<file path="src/rtl/z80_dma_pkg.sv">
// Shared definitions for the Z80 DMA bus controller: FSM state encoding and
// the default burst length per bus tenure.
package z80_dma_pkg;

    localparam int BURST_MAX_DEF = 16;

    typedef enum logic [2:0] {
        IDLE,
        REQ,
        RD1,
        RD2,
        WR,
        REL,
        REL_WAIT
    } state_t;

endpackage

</file>
<file path="src/rtl/z80_dma_addrgen.sv">
// Source/destination pointers, remaining byte count and per-tenure burst
// counter for the DMA copy engine. Pointers wrap naturally at 16 bits.
module z80_dma_addrgen
    import z80_dma_pkg::*;
#(
    parameter int BURST_MAX = BURST_MAX_DEF
) (
    input  logic        clk,
    input  logic        reset,
    input  logic        load,
    input  logic        step,
    input  logic        burst_clr,
    input  logic [15:0] src,
    input  logic [15:0] dst,
    input  logic [15:0] len,
    output logic [15:0] cur_src,
    output logic [15:0] cur_dst,
    output logic [15:0] remaining,
    output logic        last,
    output logic        burst_full
);

    logic [7:0] burst_cnt;

    always_ff @(posedge clk or posedge reset) begin
        if (reset) begin
            cur_src   <= 16'h0000;
            cur_dst   <= 16'h0000;
            remaining <= 16'h0000;
            burst_cnt <= 8'h00;
        end else if (load) begin
            cur_src   <= src;
            cur_dst   <= dst;
            remaining <= len;
            burst_cnt <= 8'h00;
        end else begin
            if (step) begin
                cur_src   <= cur_src + 16'h0001;
                cur_dst   <= cur_dst + 16'h0001;
                remaining <= remaining - 16'h0001;
            end
            if (burst_clr)
                burst_cnt <= 8'h00;
            else if (step)
                burst_cnt <= burst_cnt + 8'h01;
        end
    end

    // Both flags look ahead to the values after the current write step.
    assign last       = (remaining == 16'h0001);
    assign burst_full = (({1'b0, burst_cnt} + 9'd1) == 9'(BURST_MAX));

endmodule

</file>
<file path="src/rtl/z80_dma_busctl.sv">
// Z80 DMA block-copy engine: requests the bus via busrq_n/busak_n, moves bytes
// with a 2-cycle read and 1-cycle write, and returns the bus every BURST_MAX bytes.
//
// state    | meaning
// IDLE     | waiting for start
// REQ      | busrq_n low, waiting for busak_n
// RD1      | read cycle, first half
// RD2      | read cycle, second half; data captured at end
// WR       | one-cycle write, pointers step
// REL      | bus released for one cycle
// REL_WAIT | wait for CPU to resume, give it one more cycle, then REQ
module z80_dma_busctl
    import z80_dma_pkg::*;
#(
    parameter int BURST_MAX = BURST_MAX_DEF
) (
    input  logic        clk,
    input  logic        reset,
    input  logic        start,
    input  logic [15:0] src,
    input  logic [15:0] dst,
    input  logic [15:0] len,
    output logic        busy,
    output logic        done,
    output logic        err,
    output logic        busrq_n,
    input  logic        busak_n,
    output logic        bus_own,
    output logic [15:0] dma_a,
    output logic [7:0]  dma_do,
    input  logic [7:0]  dma_di,
    output logic        dma_mreq_n,
    output logic        dma_rd_n,
    output logic        dma_wr_n
);

    state_t      state, state_nx;
    logic        gap, gap_nx;
    logic [7:0]  data_q;
    logic        done_nx, err_nx, capture;
    logic        load, step, burst_clr;
    logic [15:0] cur_src, cur_dst, remaining;
    logic        last, burst_full;

    z80_dma_addrgen #(.BURST_MAX(BURST_MAX)) u_addrgen (
        .clk        (clk),
        .reset      (reset),
        .load       (load),
        .step       (step),
        .burst_clr  (burst_clr),
        .src        (src),
        .dst        (dst),
        .len        (len),
        .cur_src    (cur_src),
        .cur_dst    (cur_dst),
        .remaining  (remaining),
        .last       (last),
        .burst_full (burst_full)
    );

    always_ff @(posedge clk or posedge reset) begin
        if (reset) begin
            state  <= IDLE;
            gap    <= 1'b0;
            data_q <= 8'h00;
            done   <= 1'b0;
            err    <= 1'b0;
        end else begin
            state <= state_nx;
            gap   <= gap_nx;
            done  <= done_nx;
            err   <= err_nx;
            if (capture)
                data_q <= dma_di;
        end
    end

    // Bus outputs are combinational so a lost busak_n drops them in the same cycle.
    always_comb begin
        state_nx   = state;
        gap_nx     = gap;
        done_nx    = 1'b0;
        err_nx     = 1'b0;
        capture    = 1'b0;
        load       = 1'b0;
        step       = 1'b0;
        burst_clr  = 1'b0;
        busrq_n    = 1'b1;
        bus_own    = 1'b0;
        dma_a      = 16'h0000;
        dma_do     = 8'h00;
        dma_mreq_n = 1'b1;
        dma_rd_n   = 1'b1;
        dma_wr_n   = 1'b1;
        case (state)
            IDLE: begin
                gap_nx = 1'b0;
                if (start) begin
                    load = 1'b1;
                    if (len != 16'h0000)
                        state_nx = REQ;
                    else
                        done_nx = 1'b1;
                end
            end
            REQ: begin
                busrq_n = 1'b0;
                if (!busak_n)
                    state_nx = RD1;
            end
            RD1, RD2: begin
                if (busak_n) begin
                    err_nx   = 1'b1;
                    state_nx = IDLE;
                end else begin
                    busrq_n    = 1'b0;
                    bus_own    = 1'b1;
                    dma_a      = cur_src;
                    dma_mreq_n = 1'b0;
                    dma_rd_n   = 1'b0;
                    if (state == RD2) begin
                        capture  = 1'b1;
                        state_nx = WR;
                    end else begin
                        state_nx = RD2;
                    end
                end
            end
            WR: begin
                if (busak_n) begin
                    err_nx   = 1'b1;
                    state_nx = IDLE;
                end else begin
                    busrq_n    = 1'b0;
                    bus_own    = 1'b1;
                    dma_a      = cur_dst;
                    dma_do     = data_q;
                    dma_mreq_n = 1'b0;
                    dma_wr_n   = 1'b0;
                    step       = 1'b1;
                    state_nx   = (last || burst_full) ? REL : RD1;
                end
            end
            REL: begin
                if (remaining == 16'h0000) begin
                    done_nx  = 1'b1;
                    state_nx = IDLE;
                end else begin
                    state_nx = REL_WAIT;
                end
            end
            REL_WAIT: begin
                if (gap) begin
                    gap_nx    = 1'b0;
                    burst_clr = 1'b1;
                    state_nx  = REQ;
                end else if (busak_n) begin
                    gap_nx = 1'b1;
                end
            end
            default: state_nx = IDLE;
        endcase
    end

    assign busy = (state != IDLE);

endmodule

</file>
<file path="config.mk">
export PLATFORM = sky130hd
export DESIGN_NAME = z80_dma_busctl
export DESIGN_NICKNAME = d
export VERILOG_FILES = /design/src/rtl/z80_dma_pkg.sv /design/src/rtl/z80_dma_addrgen.sv /design/src/rtl/z80_dma_busctl.sv
export SDC_FILE = /design/constraint.sdc
export NUM_CORES = 1
export LEC_CHECK = 0
export CORE_MARGIN = 3
export CORE_UTILIZATION = 55
export DETAILED_ROUTE_END_ITERATION = 16
export PLACE_DENSITY_LB_ADDON = 0.25
export SLEW_MARGIN = 15
export SYNTH_ARGS = -nofsm -noshare
export SYNTH_HDL_FRONTEND = slang
export SYNTH_SLANG_ARGS = --single-unit
</file>
<file path="constraint.sdc">
create_clock -name clk -period 6.99 [get_ports clk]
set_input_delay 1.398 -clock clk [delete_from_list [all_inputs] [get_ports clk]]
set_output_delay 1.398 -clock clk [all_outputs]
set_load 0.1 [all_outputs]
</file>
==> flow_metrics.tcl <==
set metrics [dict create \
    outcome "finished clean" \
    io_buffer_count 91 \
    drc 0 \
    fin_crit_ns 5.47 \
    relSlewSlack_pct 29.2 \
    yosysUniqueCellTypes 50 \
    synth_nets 531 \
    setup_violations 0 \
    final_layout_size_suffix_gt1_share_pct 8.00 \
    p_leak_nw 2.14 \
    cts_tree "built" \
    arrival_ns 4.07 \
    post_cts_buffers 0 \
    clockBufferDepth 2 \
    hold_depth 1 \
    post-route-period-util_pct 78.3 \
    tightestPinTransition_ns 1.06 \
    fin_util_pct 74.9 \
    n_antenna_cell 0 \
    grt_max_degree 71 \
    htreeDepth 3 \
    hp-class "flip-flop to flip-flop" \
    fin_setup_tns_ns 0 \
    die_area_um2 8490 \
    r2r-start "state[2]$_DFFE_PP0P_" \
    startpoint_type "input port" \
    hold_viol 0 \
    power_w 0.00206 \
    placedCellCount 630 \
    finalClockSkew_ns 0.0123 \
    clock_sinks 70 \
    synthTopCellsByArea "dfrtp_1 (43%), nand2_1 (6.1%), o21ai_0 (4.9%), o211ai_1 (2.9%), nand3_1 (2.8%)" \
    post_drt_via_cell_ratio 6.35 \
    synth_area_um2 4080 \
    rr_worst_depth 7 \
    r2r_end "u_addrgen.remaining[2]$_DFFE_PP0P_" \
    synth_edf_count 0 \
    core_um2 6980 \
    grt_pass1_vias 3994 \
    ir_drop_mv 0.218 \
    final_cell_mix "clkdlybuf4s50_1 (86), dfrtp_1 (70), nand2_1 (66)" \
    grt_pass1_wl_um 19000 \
    power_density_nw_per_um2 394 \
    clkTransAtPathRegs_ns 0.07 \
    hpwlAfterDp_um 7880 \
    yosysSeqAreaShare_pct 42.9 \
    drtPass1Iterations 5 \
    endpoint_kind "output port" \
    critPathMaxFanout 48 \
    globalplace.congestion 0.867 \
    synth_top_cell_area_share_pct 42.9 \
    async_flop_share_pct 100 \
    required_ns 5.59 \
    cts_root_buffer "clkbuf_8" \
    final_common_cell "clkdlybuf4s50_1" \
    num_rows 30 \
    yosysTopAreaCell "dfrtp_1" \
    final_cells 646 \
    nets 610 \
    synth_cells 466 \
    cts_resized 0 \
    finalMaxSlewViolations 0 \
    max_cap_violations 0 \
    numCtsBuffers 9 \
    fmax_mhz 183 \
    grtUsageTotal_pct 27.7 \
    start_util_pct 58.5 \
    die_w_um 92.1 \
    min_from "u_addrgen.burst_cnt[7]$_DFFE_PP0P_" \
    yosysWarningCount 0 \
    hold_path_end "u_addrgen.burst_cnt[7]$_DFFE_PP0P_" \
    die_height_um 92.1 \
    initialDrtViolationCount 371 \
    wire_per_inst_um 17.8 \
    clock_latency_ns 0.35 \
    wl_um 11500 \
    r2r_setup_slack_ns 3.83 \
    synth_ff_type "dfrtp_1" \
    via_count 4100 \
    area_delta_synth_final_pct 28.2 \
    grt_setup_unrepaired "false" \
    io_pins 92 \
    critPathKind "input port to output port" \
    ant_nets 0 \
    grt_overflow 0 \
    synth.avg_cell_area_um2 8.76 \
    synth-seq-cells 70 \
    hold_buffers 0 \
    grt_antenna_before_repair 0 \
]
==> power by group <==
group	total [W]	switching, W	internal, W
registers	0.000796	0.000222	0.000575
logic	0.000928	0.000602	0.000326
clock network	0.000337	0.000154	0.000183
total	0.00206	0.000978	0.00108
==> through the flow <==
stage          instance area (um^2)  worst slack, ns  hold slack (ns)
6_report                       5230             1.52            0.498
5_1_grt                        5230             1.39            0.529
4_1_cts                        5230             1.51            0.499
3_5_place_dp                   5030             1.52            0.485
3_3_place_gp                   5030             1.57            0.467
2_1_floorplan                  4080            0.541            0.443
==> synth_stat cells (11+ instances only) <==
master,n
dfrtp_1,70
nand2_1,66
o21ai_0,40
nor2_1,29
nand3_1,23
a21oi_1,19
clkbuf_1,16
o211ai_1,16
inv_1,13
a22o_1,12
and2_1,12
and3_1,12
nor3_1,12
a221o_1,11
nand4_1,11
o311ai_0,11
==> cells by family after synthesis <==
kind of cell | count (synthesis) | synth area share, %
compound gates | 135 | 22.7
flops | 70 | 42.9
simple gates | 202 | 25.5
fa+ha+maj | 5 | 1.53
mux | 9 | 2.48
xor+xnor | 4 | 0.859
buf+inv | 41 | 3.99
==> registers in the layout, summed over array words and instances, names as in the netlist <==
| signal | flops |
|---|---|
| gap | 1 |
| err | 1 |
| u_addrgen.remaining | 16 |
| u_addrgen.cur_dst | 16 |
| u_addrgen.burst_cnt | 8 |
| data_q | 8 |
| u_addrgen.cur_src | 16 |
| state | 3 |
| done | 1 |
==> worst max path at each step <==
stage | start | end | slack [ns] | cells past startpoint
finish | busak_n | dma_a[14] | 1.52 | 5
global route | busak_n | dma_a[14] | 1.39 | 5
CTS | busak_n | dma_a[14] | 1.51 | 5
detailed placement | busak_n | dma_a[14] | 1.52 | 5
global placement | busak_n | dma_a[1] | 1.57 | 5
floorplan | busak_n | dma_a[3] | 0.54 | 6
==> final cells by class <==
cell class / count / area [um^2]
inverters: 13 / 48.8
multi-input cells: 355 / 2180
clock inverters: 4 / 45.0
clock buffers: 12 / 155
flip-flops and latches: 70 / 1750
repair buffers: 96 / 936
fillers: 542 / 1750
well taps: 96 / 120
==> layer usage <==
layer | global-route usage, % | vias up | wire length [um]
met5 | 0 | - | 0
met4 | 9.53 | 0 | 265
met3 | 6.32 | 31 | 988
met2 | 46.5 | 202 | 5720
met1 | 35.4 | 1962 | 4550
li1 | - | 1905 | -
==> worst max-delay path, cell delays in order <==
cell	delay, ns
clkdlybuf4s50_1	0.57
nor4b_4	0.27
buf_4	0.45
a22o_1	0.23
clkdlybuf4s50_1	1.14
Power figures use the tool's default switching activity.
